### config.mk
export PLATFORM = sky130hd
export DESIGN_NAME = mem_stage
export DESIGN_NICKNAME = d
export VERILOG_FILES = /design/src/rtl/mem_stage_pkg.sv /design/src/rtl/mem_wb_reg.sv /design/src/rtl/mem_stage.sv
export SDC_FILE = /design/constraint.sdc
export NUM_CORES = 1
export LEC_CHECK = 0
export CAP_MARGIN = 10
export CORE_AREA = 2 2 129 131
export CTS_BUF_LIST = sky130_fd_sc_hd__clkbuf_4
export DETAILED_ROUTE_END_ITERATION = 7
export DIE_AREA = 0 0 131 133
export GPL_ROUTABILITY_DRIVEN = 0
export GPL_TIMING_DRIVEN = 0
export MAX_ROUTING_LAYER = met4
export PLACE_DENSITY = 0.73
export SLEW_MARGIN = 5
export SYNTH_ARGS = -nofsm -noshare
export SYNTH_HDL_FRONTEND = slang
export SYNTH_HIERARCHICAL = 1
export SYNTH_SLANG_ARGS = --single-unit
### constraint.sdc
create_clock -name clk -period 8.1 [get_ports clk]
set_input_delay 2.43 -clock clk [delete_from_list [all_inputs] [get_ports clk]]
set_output_delay 2.43 -clock clk [all_outputs]
set_load 0.1 [all_outputs]
### src/rtl/mem_stage_pkg.sv
// Shared definitions for the memory-access stage: FSM encoding, default widths
// and the tag value written into MEM/WB when a bubble is inserted.
package mem_stage_pkg;

    localparam int DW_DEF      = 32;
    localparam int RW_DEF      = 5;
    localparam int TIMEOUT_DEF = 15;

    typedef enum logic {
        MEM_IDLE = 1'b0,
        MEM_WAIT = 1'b1
    } mem_state_e;

    localparam logic [3:0] INS_BUBBLE = 4'h0;

endpackage

### src/rtl/mem_wb_reg.sv
// MEM/WB pipeline register. Loads every cycle; a bubble request replaces the
// incoming instruction with an all-zero no-op so write-back does nothing.
module mem_wb_reg
    import mem_stage_pkg::*;
#(
    parameter int DW = DW_DEF,
    parameter int RW = RW_DEF
) (
    input  logic          clk,
    input  logic          rst_n,
    input  logic          bubble_i,
    input  logic          load_done_i,
    input  logic          wreg_i,
    input  logic          m2reg_i,
    input  logic [DW-1:0] rdata_i,
    input  logic [DW-1:0] alu_i,
    input  logic [RW-1:0] rn_i,
    input  logic [3:0]    ins_type_i,
    input  logic [3:0]    ins_number_i,
    output logic          wwreg_o,
    output logic          wm2reg_o,
    output logic [DW-1:0] wmo_o,
    output logic [DW-1:0] walu_o,
    output logic [RW-1:0] wrn_o,
    output logic [3:0]    ins_type_o,
    output logic [3:0]    ins_number_o
);

    logic          wwreg_q,      wwreg_d;
    logic          wm2reg_q,     wm2reg_d;
    logic [DW-1:0] wmo_q,        wmo_d;
    logic [DW-1:0] walu_q,       walu_d;
    logic [RW-1:0] wrn_q,        wrn_d;
    logic [3:0]    ins_type_q,   ins_type_d;
    logic [3:0]    ins_number_q, ins_number_d;

    always_comb begin
        // NOTE: every output of a combinational block gets a default first so
        // no path leaves it unassigned, which would otherwise infer a latch.
        wwreg_d      = 1'b0;
        wm2reg_d     = 1'b0;
        wmo_d        = '0;
        walu_d       = '0;
        wrn_d        = '0;
        ins_type_d   = INS_BUBBLE;
        ins_number_d = INS_BUBBLE;
        if (!bubble_i) begin
            wwreg_d      = wreg_i;
            wm2reg_d     = m2reg_i;
            wmo_d        = load_done_i ? rdata_i : '0;
            walu_d       = alu_i;
            wrn_d        = rn_i;
            ins_type_d   = ins_type_i;
            ins_number_d = ins_number_i;
        end
    end

    always_ff @(posedge clk) begin
        // NOTE: non-blocking assignments here so every flop samples the
        // pre-edge values; blocking would chain registers within one edge.
        if (!rst_n) begin
            wwreg_q      <= 1'b0;
            wm2reg_q     <= 1'b0;
            wmo_q        <= '0;
            walu_q       <= '0;
            wrn_q        <= '0;
            ins_type_q   <= INS_BUBBLE;
            ins_number_q <= INS_BUBBLE;
        end else begin
            wwreg_q      <= wwreg_d;
            wm2reg_q     <= wm2reg_d;
            wmo_q        <= wmo_d;
            walu_q       <= walu_d;
            wrn_q        <= wrn_d;
            ins_type_q   <= ins_type_d;
            ins_number_q <= ins_number_d;
        end
    end

    assign wwreg_o      = wwreg_q;
    assign wm2reg_o     = wm2reg_q;
    assign wmo_o        = wmo_q;
    assign walu_o       = walu_q;
    assign wrn_o        = wrn_q;
    assign ins_type_o   = ins_type_q;
    assign ins_number_o = ins_number_q;

endmodule

### src/rtl/mem_stage.sv
// Memory-access stage: drives a req/ack data-memory port with a timeout,
// stalls the upstream pipeline while an access is pending, resolves branches.
module mem_stage
    import mem_stage_pkg::*;
#(
    parameter int DW      = DW_DEF,
    parameter int RW      = RW_DEF,
    parameter int TIMEOUT = TIMEOUT_DEF
) (
    input  logic          clk,
    input  logic          rst_n,
    input  logic          mwreg,
    input  logic          mm2reg,
    input  logic          mwmem,
    input  logic [DW-1:0] maluout,
    input  logic [DW-1:0] mdata_b,
    input  logic [RW-1:0] mrdrt,
    input  logic          mbranch,
    input  logic          mzero,
    input  logic [DW-1:0] mpc,
    input  logic [3:0]    MEM_ins_type,
    input  logic [3:0]    MEM_ins_number,
    output logic          dmem_req,
    output logic          dmem_we,
    output logic [DW-1:0] dmem_addr,
    output logic [DW-1:0] dmem_wdata,
    input  logic [DW-1:0] dmem_rdata,
    input  logic          dmem_ack,
    output logic          mem_stall,
    output logic          pcsrc,
    output logic [DW-1:0] branch_pc,
    output logic          mem_err,
    output logic          wwreg,
    output logic          wm2reg,
    output logic [DW-1:0] wmo,
    output logic [DW-1:0] walu,
    output logic [RW-1:0] wrn,
    output logic [3:0]    WB_ins_type,
    output logic [3:0]    WB_ins_number
);

    localparam int CW = $clog2(TIMEOUT + 1);
    // The IDLE request cycle is the first of the TIMEOUT budget, so WAIT ends
    // when the count of earlier WAIT cycles reaches TIMEOUT-2.
    localparam logic [CW-1:0] LAST_CNT     = (TIMEOUT >= 2) ? CW'(TIMEOUT - 2) : '0;
    localparam logic          IDLE_ABANDON = (TIMEOUT <= 1);

    mem_state_e    state_q, state_d;
    logic [CW-1:0] cnt_q,   cnt_d;
    logic          err_q,   err_d;

    logic access;
    logic req;
    logic complete;
    logic abandon;
    logic timeout_hit;
    logic stall;

    assign access      = mm2reg | mwmem;
    assign req         = rst_n & (access | (state_q == MEM_WAIT));
    assign complete    = req & dmem_ack;
    assign timeout_hit = (state_q == MEM_WAIT) ? (cnt_q >= LAST_CNT) : IDLE_ABANDON;
    assign abandon     = req & ~dmem_ack & timeout_hit;
    assign stall       = req & ~complete & ~abandon;

    always_ff @(posedge clk) begin
        if (!rst_n) begin
            state_q <= MEM_IDLE;
            cnt_q   <= '0;
            err_q   <= 1'b0;
        end else begin
            state_q <= state_d;
            cnt_q   <= cnt_d;
            err_q   <= err_d;
        end
    end

    always_comb begin
        state_d = state_q;
        cnt_d   = cnt_q;
        err_d   = err_q | abandon;
        case (state_q)
            MEM_IDLE: begin
                if (stall) begin
                    state_d = MEM_WAIT;
                    cnt_d   = '0;
                end
            end
            MEM_WAIT: begin
                if (complete || abandon) begin
                    state_d = MEM_IDLE;
                end else begin
                    cnt_d = cnt_q + 1'b1;
                end
            end
            default: state_d = MEM_IDLE;
        endcase
    end

    always_comb begin
        dmem_req  = req;
        dmem_we   = req & mwmem;
        mem_stall = stall;
        pcsrc     = rst_n & mbranch & mzero & ~stall;
        mem_err   = err_q;
    end

    assign dmem_addr  = maluout;
    assign dmem_wdata = mdata_b;
    assign branch_pc  = mpc;

    mem_wb_reg #(
        .DW (DW),
        .RW (RW)
    ) u_mem_wb_reg (
        .clk          (clk),
        .rst_n        (rst_n),
        .bubble_i     (stall | abandon),
        .load_done_i  (complete & mm2reg),
        .wreg_i       (mwreg),
        .m2reg_i      (mm2reg),
        .rdata_i      (dmem_rdata),
        .alu_i        (maluout),
        .rn_i         (mrdrt),
        .ins_type_i   (MEM_ins_type),
        .ins_number_i (MEM_ins_number),
        .wwreg_o      (wwreg),
        .wm2reg_o     (wm2reg),
        .wmo_o        (wmo),
        .walu_o       (walu),
        .wrn_o        (wrn),
        .ins_type_o   (WB_ins_type),
        .ins_number_o (WB_ins_number)
    );

endmodule

Word level (Yosys, flattened, before mapping)
Index checks and enable logic that the tools add are counted.

operators by class
  add/subtract/negate cells = 1
  mux-type cells = 7
  bitwise logic cells = 22
  reductions and logical operators = 4
  magnitude comparators = 1
  eq/ne operators = 2

operator list
  kind                                                           count
  1-bit AND                                                      11
  4-bit 2-to-1 mux                                               2
  4-bit one-hot mux with 2 select lines                          1
  1-bit NOT                                                      7
  4-bit by 1-bit adder with 4-bit output, second input constant  1
  4-bit >= comparator, second input constant                     1
  2-bit != test, second input constant                           2
  1-bit OR                                                       4
  1-bit 2-to-1 mux                                               3
  3-bit OR reduction                                             1
  1-bit one-hot mux with 2 select lines                          1
  2-bit AND reduction                                            1
  2-bit OR reduction                                             1
  1-bit logical OR                                               1

word-level totals
  register bits after elaboration = 85

Depth between registers and ports, before layout
  depth in word-level cells = 9
  mapped depth = 6

Hierarchy
The synthesis kept the hierarchy.

modules (own cells, without submodules)
  module      cells each  sequential area each (um^2)  area each (um^2)  instances
  mem_wb_reg  177         1581.5                       2451.1            1
  mem_stage   141         120.1                        1104.8            1

Worst setup path after synthesis
Ideal clock, no wire load.

  kind = input to output
  start point = input port rst_n
  end point = output port pcsrc
  cell stages on the path = 4
  setup slack = 0.912 ns
  data arrival time = 4.758 ns
  path buffers = 1
  cells stage by stage = buf_2 > nor3b_1 > and2b_1 > nor2_1

between the ends
  word-level cells in the longest chain between the ends = 7

ends and longest elaborated chain
  element                                 line                              RTL
  start: declaration                      mem_stage.sv:11                   input logic rst_n,
  1-bit AND *                             mem_stage.sv:60                   assign req = rst_n & (access | (state_q == MEM_WAIT));
  1-bit AND (on tied branches)            mem_stage.sv:61, mem_stage.sv:63
  1-bit NOT or 1-bit AND (tied branches)  mem_stage.sv:64, mem_stage.sv:63
  1-bit AND or 1-bit NOT (tied branches)  mem_stage.sv:64                   assign stall = req & ~complete & ~abandon;
  1-bit AND *                             mem_stage.sv:64
  named net mem_stall                     mem_stage.sv:29                   output logic mem_stall,
  1-bit NOT *                             mem_stage.sv:104                  pcsrc = rst_n & mbranch & mzero & ~stall;
  1-bit AND *                             mem_stage.sv:104
  end: declaration                        mem_stage.sv:30                   output logic pcsrc,

The timed path passes the listed nets; every way through them passes the cells marked *.

Worst setup path after layout
  start point = input port rst_n
  end point = output port mem_stall

between the ends
  word-level cells in the longest chain between the ends = 5

ends and longest elaborated chain
  element                                 line
  1-bit AND *                             mem_stage.sv:60
  1-bit AND (on tied branches)            mem_stage.sv:61, mem_stage.sv:63
  1-bit NOT or 1-bit AND (tied branches)  mem_stage.sv:64, mem_stage.sv:63
  1-bit AND or 1-bit NOT (tied branches)  mem_stage.sv:64
  1-bit AND *                             mem_stage.sv:64
  end: declaration                        mem_stage.sv:29

Mark *: on every way between the ends. The rest lies on a longest branch, timed or not.

==> reports/summary.md <==
Number of hold violations in the final report: 0. The library cells used most frequently in the layout, excluding fill and tap cells, are 262 x sky130_fd_sc_hd__clkdlybuf4s50_1, 97 x sky130_fd_sc_hd__buf_4, 85 x sky130_fd_sc_hd__dfxtp_1. The final critical path time including I/O delays and setup is 7700 ps. Including well taps, the total number of placed cells is 803. Setup repair after global routing left no endpoint under its margin. After synthesis, the netlist uses 35 different library cells. The run gives 12.3% as the total global routing track utilization. In the final routed layout, each cell accounts on average for 13.5 um.

In this run, the clock network consumes 22.1% of the power. The wire length reported by the detailed router is 11100 um, and the max-slew violation total from the final report is 0. The tools report the final cell count without fillers as 819. The count of nets left with antenna violations once routing finished came out at 0. Yosys printed 6 warnings. Count of input and output buffers: 264.

The via count of the first global-routing pass came out at 3189. The width of the die is 131 um. The share of total power dissipated in combinational logic is 41.8%. Clock-pin slew was measured on the worst setup and hold paths at 150 ps. Setup violations remaining at the end of the flow were counted as 0. The cell type group with the largest total delay on the critical path was buffers and inverters.

After routing the design area is 6640 sq um. The logs give 0 for the initial antenna violation count and 6490 sq um for the cell area reported after detailed placement. Summed over all nets, wire length on met2 after detailed routing comes to 5860 um. Critical path launch point type: an input port. The tools report the arrival time at the worst endpoint as 5270 ps. The number of sinks handled by clock tree synthesis came out at 85. In this run the vertical extent of the chip is 133 um. Counting the fill cells in the layout gives 1585. The worst relative slew slack was 32.5%.

At the pin with the least slew margin, the transition time is 1010 ps. The per-instance average area after synthesis was 11.2 sq um. The longest clock path from root to sink contains 2 buffers. The setup clock skew after layout is 18.7 ps.

Entering global routing, the biggest net connects 18 pins. The run gives 0 as the residual overflow from global routing. Most common cell after layout, fill and taps aside: sky130_fd_sc_hd__clkdlybuf4s50_1.

The largest single stage delay on the critical path is 870 ps. The detailed router put a total of 4080 um of wire on met1. In this run, synthesis produced a sequential element count of 85.

The post-route netlist has 25.4% of its cells at a drive strength greater than 1. Compared with the post-synthesis result, the final layout area differs by 86.8%. In this run, CTS created clock tree buffers numbering 9. For this design the total switching power over the nets is 528 uW. The worst hold path belongs to the class flip-flop to flip-flop. Summing all flip-flop and latch instances after layout gives 1700 sq um. In the routed design, unresolved DRC markers number 0. The first-pass GRT wire length is 15900 um. For the clock latency on the worst-skew pair, the log shows 440 ps. Summing every instance area after synthesis gives 3560 sq um. The cell area power density is 183 nW/um^2. Across the run, the number of max-cap violations was 0. TritonCTS built the clock tree. For the worst reg-to-reg setup slack, the log shows 6370 ps. In this run the clock root is driven by a sky130_fd_sc_hd__clkbuf_4.

The static leakage came out at 2.92 nW. The tools report the multi-input combinational cell area as 1010 sq um. The run finished with clean final reports. After the first detailed-routing iteration, the DRC count stood at 70. The number of inserted diodes was 0.

Synthesis produced a netlist whose cell count is 318. In this run the worst path has a maximum fanout of 10. In this run, synthesis inferred 0 flip-flops with an integrated enable. The detailed router placed 3188 vias in this run. The async set-or-reset flop fraction in the synthesized netlist came out at 0%.

After detailed routing, the met3 layer carries 1080 um of wire. The top layer used by detailed routing was met4. The internal portion of the total power is 687 uW. The sequential element share of the synthesized area was 47.9%. Walking the worst path, the cells encountered are clkdlybuf4s50_1 > buf_2 > nor3b_2 > buf_4 > and2b_1 > dlygate4sd2_1. The H-tree generated during clock tree synthesis spans 3 levels. For the number of nets in the layout, the log shows 746. The critical path buffer and inverter count is 4, and the overall die area is 17400 sq um. Counting every net in the synthesized netlist gives 470. VDD sags by at most 0.0706 mV. Before antenna repair, the detailed router went through 4 iterations.

For the worst setup path, the data required time is 5670 ps. Pin placement for this block handled 329 I/O pins. The endpoint class of the critical path is an output port. The floorplan has 47 rows.

In this run switching power makes up 43.5% of total power. Detailed placement finished with a half-perimeter wire length of 9260 um. Master of the slowest instance on the critical path: sky130_fd_sc_hd__dlygate4sd2_1.

The share of total power in sequential cells is 36.1%, and the placeable core region is 16200 sq um. Among all flip-flop cells after synthesis, the most frequent one is sky130_fd_sc_hd__dfxtp_1. Via density per instance: 3.89. The setup path with the least slack is of type input port to output port. The initial core utilization came out at 22.0%. Based on the critical path, the design can be clocked at up to 0.130 GHz. The post-route fraction of the period consumed by the critical path works out to 95.0%.
[synth_stat cells (2+ instances only)]
library cell	number	share of area [%]
sky130_fd_sc_hd__nand3_1	3	0.42
sky130_fd_sc_hd__and3b_2	8	2.3
sky130_fd_sc_hd__nor3b_1	2	0.42
sky130_fd_sc_hd__dfxtp_1	85	48
sky130_fd_sc_hd__clkbuf_2	9	1.3
sky130_fd_sc_hd__nor2_1	4	0.42
sky130_fd_sc_hd__buf_2	4	0.56
sky130_fd_sc_hd__buf_4	96	20
sky130_fd_sc_hd__clkbuf_1	3	0.32
sky130_fd_sc_hd__nand2_1	2	0.21
sky130_fd_sc_hd__ha_1	3	1.1
sky130_fd_sc_hd__and4b_2	9	2.9
sky130_fd_sc_hd__inv_1	3	0.32
sky130_fd_sc_hd__buf_6	4	1.3
sky130_fd_sc_hd__nor2b_1	3	0.53
sky130_fd_sc_hd__and3b_1	39	9.6
sky130_fd_sc_hd__and4b_1	23	6.5
[per-stage QoR]
step	TNS, ps	total power, mW	setup WS, ps	utilization [%]	hold slack (ps)
after global routing	0	1.26	128	41.1	513
after detailed placement	-18.1	0.959	-18.1	40.1	483
final	0	1.22	403	41.1	499
after global placement	-1510	0.956	-820	40.0	464
after CTS	0	1.23	102	41.1	502
after floorplan	0	0.826	912	-	451
[metal layers]
layer  vias up  track usage [%]
li1       1552                -
met1      1425             12.4
met2       204             22.8
met3         7             3.52
met4         0             3.07
met5         -                -
[final cells by class]
| cell class | count | share of cell area [%] |
|---|---|---|
| timing repair buffer | 265 | 39.9 |
| sequential | 85 | 25.6 |
| multi-input combinational | 114 | 15.1 |
| buffer | 116 | 12.7 |
| tap | 220 | 4.14 |
| clock inverter | 7 | 1.32 |
| clock buffer | 9 | 1.02 |
| inverter | 3 | 0.170 |
[logic make-up after synthesis]
logic type | Yosys count | synth area share, %
mux | 1 | 0.282
compound gates | 9 | 1.94
flops | 85 | 47.9
simple gates | 101 | 24.9
buf+inv | 119 | 24.0
fa+ha+maj | 3 | 1.06
[what timing repair did]
action,in CTS,in global routing
hold buffers,0,0
endpoints found under the setup margin,1,1
gates resized for setup,1,1
hold endpoints to repair,0,0
gates cloned,0,0
setup buffers,0,0
[registers in the layout, summed over array words and instances (netlist names), 4 cells and up]
name                       flops
u_mem_wb_reg/walu_o           32
u_mem_wb_reg/wmo_o            32
u_mem_wb_reg/wrn_o             5
cnt_q                          4
u_mem_wb_reg/ins_number_o      4
u_mem_wb_reg/ins_type_o        4
[final timing paths]
| kind | startpoint | to | cells past startpoint |
|---|---|---|---|
| max | rst_n | mem_stall | 6 |
| min | cnt_q[3]$_SDFFE_PN0P_ | cnt_q[3]$_SDFFE_PN0P_ | 2 |
| max reg2reg | state_q$_SDFF_PN0_ | u_mem_wb_reg/walu_o[23]$_SDFF_PP0_ | 6 |
| min reg2reg | cnt_q[3]$_SDFFE_PN0P_ | cnt_q[3]$_SDFFE_PN0P_ | 2 |
[tightest hold or removal path, stage by stage (launching register included)]
cell	delay, ps
sky130_fd_sc_hd__dfxtp_1	350
sky130_fd_sc_hd__o31ai_1	70
sky130_fd_sc_hd__a21boi_1	60
[power groups by stage]
stage               Clock, mW  Sequential, mW  Combinational (mW)
finish                  0.269           0.439               0.508
global route            0.299           0.441               0.523
detailed placement          0           0.449               0.510
CTS                     0.282           0.440               0.511
global placement            0           0.448               0.508
floorplan                   0           0.563               0.263
(Power assumes the default switching activity.)
